[src/rtl/axi_wr_chan_fifo.sv]
// AXI4 AW/W buffer between the cache write path and the AXI master port.
// Two FWFT queues; packet mode holds AW until its whole burst is buffered.
module axi_wr_chan_fifo #(
  parameter int ADDR_WIDTH  = 32,
  parameter int DATA_WIDTH  = 64,
  parameter int ID_WIDTH    = 4,
  parameter int AW_DEPTH    = 4,
  parameter int W_DEPTH     = 16,
  parameter int W_AFULL     = 12,
  parameter int PACKET_MODE = 1
) (
  input  logic                           clk,
  input  logic                           rst_n,
  input  logic [ADDR_WIDTH-1:0]          s_awaddr,
  input  logic [ID_WIDTH-1:0]            s_awid,
  input  logic [7:0]                     s_awlen,
  input  logic [2:0]                     s_awsize,
  input  logic [1:0]                     s_awburst,
  input  logic                           s_awvalid,
  output logic                           s_awready,
  input  logic [DATA_WIDTH-1:0]          s_wdata,
  input  logic [DATA_WIDTH/8-1:0]        s_wstrb,
  input  logic                           s_wlast,
  input  logic                           s_wvalid,
  output logic                           s_wready,
  output logic [ADDR_WIDTH-1:0]          m_awaddr,
  output logic [ID_WIDTH-1:0]            m_awid,
  output logic [7:0]                     m_awlen,
  output logic [2:0]                     m_awsize,
  output logic [1:0]                     m_awburst,
  output logic                           m_awvalid,
  input  logic                           m_awready,
  output logic [DATA_WIDTH-1:0]          m_wdata,
  output logic [DATA_WIDTH/8-1:0]        m_wstrb,
  output logic                           m_wlast,
  output logic                           m_wvalid,
  input  logic                           m_wready,
  output logic [$clog2(AW_DEPTH+1)-1:0]  aw_count,
  output logic [$clog2(W_DEPTH+1)-1:0]   w_count,
  output logic                           w_afull,
  output logic                           err_overlen
);

  localparam int AP  = $clog2(AW_DEPTH);
  localparam int WP  = $clog2(W_DEPTH);
  localparam int AWB = ADDR_WIDTH + ID_WIDTH + 13;
  localparam int WB  = DATA_WIDTH + DATA_WIDTH/8 + 1;
  localparam int WCW = $clog2(W_DEPTH+1);

  logic [AWB-1:0] aw_mem [AW_DEPTH];
  logic [WB-1:0]  w_mem  [W_DEPTH];
  logic [AP:0]    aw_wr, aw_rd;
  logic [WP:0]    w_wr, w_rd;
  logic [WCW-1:0] cmpl, issued;
  logic           err_q;
  logic           aw_full, aw_empty, w_full, w_empty;
  logic           aw_push, aw_pop, w_push, w_pop;
  logic           overlen;

  assign aw_full  = (aw_wr[AP] != aw_rd[AP]) &&
                    (aw_wr[AP-1:0] == aw_rd[AP-1:0]);
  assign aw_empty = aw_wr == aw_rd;
  assign w_full   = (w_wr[WP] != w_rd[WP]) &&
                    (w_wr[WP-1:0] == w_rd[WP-1:0]);
  assign w_empty  = w_wr == w_rd;

  assign s_awready = !aw_full;
  assign s_wready  = !w_full;

  assign m_awvalid = !aw_empty &&
                     ((PACKET_MODE == 0) || (cmpl != '0));
  assign m_wvalid  = !w_empty &&
                     ((PACKET_MODE == 0) || (issued != '0));

  assign aw_push = s_awvalid && s_awready;
  assign aw_pop  = m_awvalid && m_awready;
  assign w_push  = s_wvalid && s_wready;
  assign w_pop   = m_wvalid && m_wready;

  assign {m_awaddr, m_awid, m_awlen, m_awsize, m_awburst} =
    aw_mem[aw_rd[AP-1:0]];
  assign {m_wdata, m_wstrb, m_wlast} = w_mem[w_rd[WP-1:0]];

  assign aw_count = aw_wr - aw_rd;
  assign w_count  = w_wr - w_rd;
  assign w_afull  = w_count >= WCW'(W_AFULL);

  // A full W queue with no complete or issued burst can never drain.
  assign overlen = (PACKET_MODE != 0) && w_full &&
                   (cmpl == '0) && (issued == '0);
  assign err_overlen = err_q | overlen;

  // Queue storage; contents are not reset.
  always_ff @(posedge clk) begin
    if (aw_push)
      aw_mem[aw_wr[AP-1:0]] <=
        {s_awaddr, s_awid, s_awlen, s_awsize, s_awburst};
    if (w_push)
      w_mem[w_wr[WP-1:0]] <= {s_wdata, s_wstrb, s_wlast};
  end

  // Read/write pointers with wrap bit.
  always_ff @(posedge clk or negedge rst_n) begin
    if (!rst_n) begin
      aw_wr <= '0;
      aw_rd <= '0;
      w_wr  <= '0;
      w_rd  <= '0;
    end else begin
      if (aw_push) aw_wr <= aw_wr + 1'b1;
      if (aw_pop)  aw_rd <= aw_rd + 1'b1;
      if (w_push)  w_wr  <= w_wr + 1'b1;
      if (w_pop)   w_rd  <= w_rd + 1'b1;
    end
  end

  // Bursts fully buffered but not yet announced on AW.
  always_ff @(posedge clk or negedge rst_n) begin
    if (!rst_n) begin
      cmpl <= '0;
    end else begin
      case ({w_push && s_wlast, aw_pop})
        2'b10:   cmpl <= cmpl + WCW'(1);
        2'b01:   cmpl <= cmpl - WCW'(1);
        default: cmpl <= cmpl;
      endcase
    end
  end

  // Bursts announced on AW whose last beat has not left yet.
  always_ff @(posedge clk or negedge rst_n) begin
    if (!rst_n) begin
      issued <= '0;
    end else begin
      case ({aw_pop, w_pop && m_wlast})
        2'b10:   issued <= issued + WCW'(1);
        2'b01:   issued <= issued - WCW'(1);
        default: issued <= issued;
      endcase
    end
  end

  // Sticky over-length flag.
  always_ff @(posedge clk or negedge rst_n) begin
    if (!rst_n) err_q <= 1'b0;
    else if (overlen) err_q <= 1'b1;
  end

endmodule

[config.mk]
export PLATFORM = sky130hd
export DESIGN_NAME = axi_wr_chan_fifo
export DESIGN_NICKNAME = d
export VERILOG_FILES = /design/src/rtl/axi_wr_chan_fifo.sv
export SDC_FILE = /design/constraint.sdc
export NUM_CORES = 1
export LEC_CHECK = 0
export BUFFER_PORTS_ARGS = -buffer_cell sky130_fd_sc_hd__buf_2
export CORE_ASPECT_RATIO = 1.25
export CORE_UTILIZATION = 55
export DETAILED_ROUTE_END_ITERATION = 10
export HOLD_SLACK_MARGIN = 0.02
export PLACE_DENSITY = 0.75
export SLEW_MARGIN = 20
export SYNTH_ARGS = -nofsm -noshare
export SYNTH_HDL_FRONTEND = slang
export SYNTH_SLANG_ARGS = --single-unit
[constraint.sdc]
create_clock -name clk -period 7.35 [get_ports clk]
set_input_delay 0.3675 -clock clk [delete_from_list [all_inputs] [get_ports clk]]
set_output_delay 0.3675 -clock clk [all_outputs]
set_load 0.05 [all_outputs]
==> flow_summary.yaml, run 1 <==
yosys:
  yosysUniqueCellTypes: 46
  post_synth_instance_area_um2: 52600
  synthTopCellsByArea: "edfxtp_1, mux4_2, a22oi_1"
  netlist_instances: 2243
  yosys_warnings: 0
  synthArstFlopShare: 0.0194
  yosysTopAreaCellShare: 0.779
  syn_nets: 2399
  ys_ff_latch: 1391
  ys.flop_type: "edfxtp_1"
  avgSynthCellArea_um2: 23.5
  yosysSeqAreaShare: 0.791
  yosysMostFrequentCell: "edfxtp_1"
  synth_edf_count: 1364
  yosys.area.top_type: "edfxtp_1"
  synth.top_cells.by_count: "edfxtp_1, mux4_2, a22oi_1"
global_route:
  antenna_found_initial: 12
  grt_use_total: 0.240
  grt_pass1_vias: 26300
  grt_pass1_wl_um: 169000
  grt_remaining_overflow: 0
  grt_max_degree: 182
floorplan:
  ios: 264
  placementRows: 126
  die_w_um: 279
  initial_core_util: 0.556
  die_height_um: 348
  core_area_um2: 94600
  die-area_um2: 96900
clock_network:
  cts.clk_slew.worst_paths_ns: 0.06
  clock_latency_ns: 0.74
  cts_tree: "yes"
  postCtsSetupRepairBufs: 0
  clock_path_buffers: 3
  cts_resized: 0
  cts_max_level: 4
  cts_buffers: 130
  ctsHoldBuffers: 125
  root_buffer: "clkbuf_16"
  cts.sinks: 1391
critical_path:
  crit_arrival_ns: 4.46
  cp-start-kind: "flop"
  crit_path_end_kind: "output port"
  path_max_fanout: 98
  worst-setup-path-type: "reg2out"
  cp.required_ns: 6.98
hold_path:
  worst_hold_path_type: "in2reg"
place:
  dp_cells: 3650
  dpl_cell_area_um2: 55300
  hpwlAfterDp_um: 59200
  gp_congestion: 0.782
  portBuffers: 263
sta:
  slew_headroom: 0.249
  skew_ns: 0.0315
  tightestPinTransition_ns: 1.13
  fin_crit_sh: 0.656
  fin_crit_ns: 4.82
  max_freq_mhz: 207
  slew_violations: 0
  rsz0062_at_grt: "false"
  fin_hold_ws_ns: 0.0958
  fin_tns_setup_ns: 0
  timing_hold_violations_final: 0
  setup_viol_count_final: 0
cells_and_area:
  stdcell_area_um2: 60800
  drive_gt1_frac: 0.307
  syn_to_final_growth_pct: 15.6
  finalNetCount: 2850
  layout.cells.non_filler: 4014
pwr:
  switching_power_mw: 9.51
  pwr-share-seq: 0.389
  p_int_mw: 16.6
  fin_total_pwr_mw: 26.2
  p_comb_frac: 0.359
  clkPwrFrac: 0.253
  p_sw_frac: 0.364
  leakage_nw: 19.9
  vdd_drop_max_v: 0.000363
  p_per_area_nw_per_um2: 430
routing:
  ant_nets: 0
  drc_errors: 0
  vias: 25200
  vias_per_cell: 6.29
  wl_per_cell_um: 28.5
  drtIter0Drc: 3142
  routed_wl_um: 115000
  first_pass_iters: 5
job:
  drv_cap: 0
outcome:
  status: "finished, final reports clean"
==> registers in the layout (all words and copies together) (netlist names) <==
| signal | count |
|---|---|
| cmpl | 5 |
| w_rd | 5 |
| aw_rd | 3 |
| issued | 5 |
| aw_mem | 196 |
| w_wr | 5 |
| aw_wr | 3 |
| w_mem | 1168 |
| err_q | 1 |
==> layer usage <==
layer | global-route usage | routed length, um | up-vias
met3 | 0.0499 | 9270 | 222
met5 | 0 | 99 | -
met1 | 0.311 | 42800 | 13300
li1 | - | - | 10500
met2 | 0.404 | 58800 | 1274
met4 | 0.0865 | 3570 | 14
==> critical path, cell delays in order, from the launching register on <==
cell	delay, ns
dfrtp_4	0.74
buf_12	0.53
buf_4	0.79
mux4_2	0.60
a22oi_1	0.23
nand2_1	0.23
buf_2	0.28
==> power by group through the flow <==
stage	clock network, mW	registers, mW	logic [mW]
6_report	6.61	10.2	9.39
5_1_grt	6.97	10.2	9.89
4_1_cts	6.69	10.2	9.43
3_5_place_dp	0	10.3	9.32
3_3_place_gp	0	10.2	9.19
2_1_floorplan	0	10.1	7.08
==> final timing paths <==
path | slack [ns] | cells after the start | end | startpoint
worst max-delay path | 2.53 | 6 | m_wdata[51] | w_rd[0]$_DFFE_PN0N_
worst min-delay path | 0.1 | 3 | aw_wr[0]$_DFFE_PN0P_ | s_awvalid
worst max register to register | 2.59 | 11 | issued[4]$_DFFE_PN0P_ | w_rd[1]$_DFFE_PN0N_
worst min register to register | 0.47 | 1 | err_q$_DFFE_PN0P_ | err_q$_DFFE_PN0P_
max in group asynchronous | 6.61 | 2 | w_rd[1]$_DFFE_PN0N_ | rst_n
min in group asynchronous | 0.26 | 2 | aw_wr[2]$_DFFE_PN0P_ | rst_n
==> cells by family after synthesis <==
kind of cell    after synthesis  share of synthesized area
flops                      1391                      0.791
mux                         345                      0.147
compound gates              179                     0.0252
simple gates                142                     0.0127
buf+inv                     135                     0.0128
fa+ha+maj                    28                    0.00723
xor+xnor                     23                    0.00383
==> cells in the final DEF, fill, tap and decap left out, types with 23 or more instances in the layout <==
cell type         n
buf_2           263
clkbuf_16       134
dfrtp_1          23
clkinv_1         27
nand2_1          88
a22oi_1         146
dlygate4sd3_1   125
mux4_2          341
ha_1             24
clkbuf_1         29
buf_4            38
edfxtp_1       1364
==> per-stage QoR <==
stage	util	setup WS (ns)
after floorplan	-	-0.819
after global placement	0.585	2.84
after detailed placement	0.585	2.82
after CTS	0.642	2.35
after global routing	0.643	2.17
final	0.643	2.53
==> final cells by class <==
cell class / instances / area (um^2)
clock inverters: 69 / 718
clock buffers: 163 / 3460
flip-flops and latches: 1391 / 41600
multi-input cells: 717 / 10400
inverters: 22 / 82.6
well taps: 1216 / 1520
repair buffers: 432 / 2990
diodes: 4 / 10.0
fillers: 5957 / 33800
Power figures use the tool's default switching activity.
==> run 2, diff against run 1 <==
ABC_AREA = 1   (was default)
CORE_UTILIZATION = 60   (was 55)
PLACE_DENSITY = 0.77   (was 0.75)
clock period = 4.7 ns   (was 7.35 ns; I/O delays follow)
==> run 2 against run 1 <==
  * Worst setup slack lost 1.9 ns
  * Sequential share of layout area shrank 1.5 points
  * Register-to-register slack lost 1.5 ns
  * Design area grew 2.3%
  * Worst hold slack lost 0.0057 ns
  * Sequential cell count is the same
  * Clock power grew 41%
  * Synthesized area grew 4.4%
  * Utilization grew 4.6 points
  * First-iteration DRC count grew 8.8%
  * Routed wire length grew 7.5%
  * Largest cell class unchanged
  * Largest power group is now combinational logic
==> flow_summary.yaml, run 2 <==
routing:
  vias: 34500
  first_pass_iters: 6
  routed_wl_um: 123000
  wl_per_cell_um: 21.1
  ant_nets: 0
  vias_per_cell: 5.90
  drc_errors: 0
  drtIter0Drc: 3420
critical_path:
  startpoint: "w_rd[0]$_DFFE_PN0N_"
  path_cells: "inv_8 > buf_4 > o21ai_0 > o21ai_0 > nand2_1 > nand2_1 > inv_1 > nand2_1 > buf_2"
  r2r_setup_slack_ns: 1.06
  path_max_fanout: 109
  cp-start-kind: "flop"
  crit_path_end_kind: "output port"
  r2r_cells: 18
  slowest_stage: "buf_4"
  cp.required_ns: 4.47
  crit_end: "m_wdata[19]"
  max_stage_delay_ns: 0.90
  reg2reg_to: "issued[4]$_DFFE_PN0P_"
  worst-setup-path-type: "reg2out"
  cp_common_cell: "nand2_1"
  crit_arrival_ns: 3.84
  r2r_start: "w_rd[1]$_DFFE_PN0N_"
yosys:
  synthTopCellsByArea: "edfxtp_1, nor2_1, o21ai_0"
  netlist_instances: 4254
  yosys.area.top_type: "edfxtp_1"
  synthArstFlopShare: 0.0194
  synth.top_cells.by_count: "edfxtp_1, nor2_1, o21ai_0"
  synth_edf_count: 1364
  ys_ff_latch: 1391
  synth_top_family_by_area: "compound AO/OA/AOI/OAI gates"
  yosysUniqueCellTypes: 27
  synthSimpleGateAreaFrac: 0.0972
  muxShareOfSynthArea: 0
  yosysTopAreaCellShare: 0.746
  avgSynthCellArea_um2: 12.9
  syn_nets: 4410
  synth_compound_area_frac: 0.104
  yosysSeqAreaShare: 0.758
  synthAdderAreaFrac: 0.00693
  post_synth_instance_area_um2: 54900
  yosys_warnings: 0
  synth_xor_area_frac: 0.00351
  ys.flop_type: "edfxtp_1"
  yosysMostFrequentCell: "edfxtp_1"
floorplan:
  die_height_um: 340
  ios: 264
  die_w_um: 273
  placementRows: 123
  initial_core_util: 0.608
  die-area_um2: 92700
  core_area_um2: 90300
global_route:
  grt_pass1_wl_um: 188000
  grt_pass1_vias: 34200
  antenna_found_initial: 2
  grt_use_total: 0.263
  grt_max_degree: 249
  grt_remaining_overflow: 0
place:
  dpl_cell_area_um2: 57300
  gp_congestion: 0.795
  portBuffers: 263
  hpwlAfterDp_um: 65300
sta:
  setup_viol_count_final: 0
  skew_ns: 0.0238
  slew_violations: 0
  fin_crit_ns: 4.08
  fin_crit_sh: 0.868
  max_freq_mhz: 245
  timing_hold_violations_final: 0
  fin_hold_ws_ns: 0.0901
  slew_headroom: 0.138
  rsz0062_at_grt: "false"
  tightestPinTransition_ns: 1.29
job:
  drv_cap: 0
cells_and_area:
  drive_gt1_frac: 0.111
  syn_to_final_growth_pct: 13.3
  fin_util: 0.689
  n_fill_cell: 5895
  largest_reg_flops: 1168
  final_common_cell: "edfxtp_1"
  stdcell_area_um2: 62200
  final_cell_mix: "edfxtp_1, nor2_1, o21ai_0"
  finalNetCount: 4712
hold_path:
  worst_hold_path_type: "in2async"
clock_network:
  cts.clk_slew.worst_paths_ns: 0.07
  clock_path_buffers: 3
  cts_buffers: 120
  cts.sinks: 1391
  cts_max_level: 3
  root_buffer: "clkbuf_16"
  cts_tree: "yes"
  clock_latency_ns: 0.71
pwr:
  p_per_area_nw_per_um2: 672
  vdd_drop_max_v: 0.00103
  leakage_nw: 21.2
outcome:
  status: "finished, final reports clean"
[run 2: changes by cell type after synthesis, sizes merged, moves of 12 or more]
| cell | previous run | this run |
|---|---|---|
| o22ai | 0 | 123 |
| inv | 22 | 126 |
| mux4 | 341 | 0 |
| o21ai | 11 | 757 |
| clkbuf | 54 | 187 |
| nor2 | 6 | 922 |
| o211ai | 1 | 144 |
| buf | 59 | 78 |
| nand2 | 88 | 369 |
| a22oi | 146 | 0 |
| nand3 | 4 | 93 |
| xnor2 | 18 | 6 |
[run 2: cells by family after synthesis]
group / after synthesis
buf+inv: 392
simple gates: 1388
xor+xnor: 22
compound gates: 1033
flops: 1391
fa+ha+maj: 28
[run 2: critical path: cells and delay by family, from the launching register on]
kind,cells,cell delay (ns)
buffers and inverters,4,1.73
AOI/OAI and AO/OA,2,0.33
DFF,1,0.56
and+or+nand+nor,3,0.35
[run 2: layout make-up]
type / count / area [um^2] / area share
flip-flops and latches: 1391 / 41600 / 0.669
multi-input cells: 2471 / 11800 / 0.189
repair buffers: 445 / 3170 / 0.0510
clock buffers: 152 / 3120 / 0.0502
well taps: 1187 / 1490 / 0.0239
clock inverters: 71 / 542 / 0.00871
inverters: 127 / 488 / 0.00784
diodes: 2 / 5.00 / 0.0000804
[run 2: stage by stage]
step	worst slack [ns]	cells	power (mW)	TNS (ns)
final	0.621	5846	41.8	0
after global routing	0.420	5846	43.8	0
after CTS	0.623	5844	41.9	0
after detailed placement	1.05	5495	32.6	0
after global placement	1.08	5495	32.2	0
after floorplan	-1.10	4254	28.1	-1030.87
[run 2: worst min-delay path by stage]
stage / depth (start not counted) / slack (ns) / endpoint
after floorplan: 0 / -0.06 / aw_rd[0]$_DFFE_PN0P_
after global placement: 1 / 0.30 / aw_rd[2]$_DFFE_PN0P_
after detailed placement: 1 / 0.29 / aw_rd[2]$_DFFE_PN0P_
after CTS: 2 / 0.07 / aw_rd[2]$_DFFE_PN0P_
after global routing: 2 / 0.14 / aw_rd[2]$_DFFE_PN0P_
final: 2 / 0.09 / aw_rd[2]$_DFFE_PN0P_
[run 2: power breakdown]
part	total [mW]	switching, mW	leakage [nW]	internal, mW
combinational	16.8	12.8	6.75	4.01
sequential	15.7	0.480	12.7	15.2
clock	9.32	4.29	1.80	5.03
[run 2: what timing repair did]
action | in CTS | in global routing
buffers inserted | 0 | 0
resized for setup | 0 | 0
endpoints found under the hold margin | 1400 | 0
hold buffers | 126 | 0
[run 2: routing by layer]
layer,GRT usage,wire length (um)
met5,0,0
met4,0.0991,3810
met3,0.0394,7910
met2,0.465,64700
met1,0.326,46800
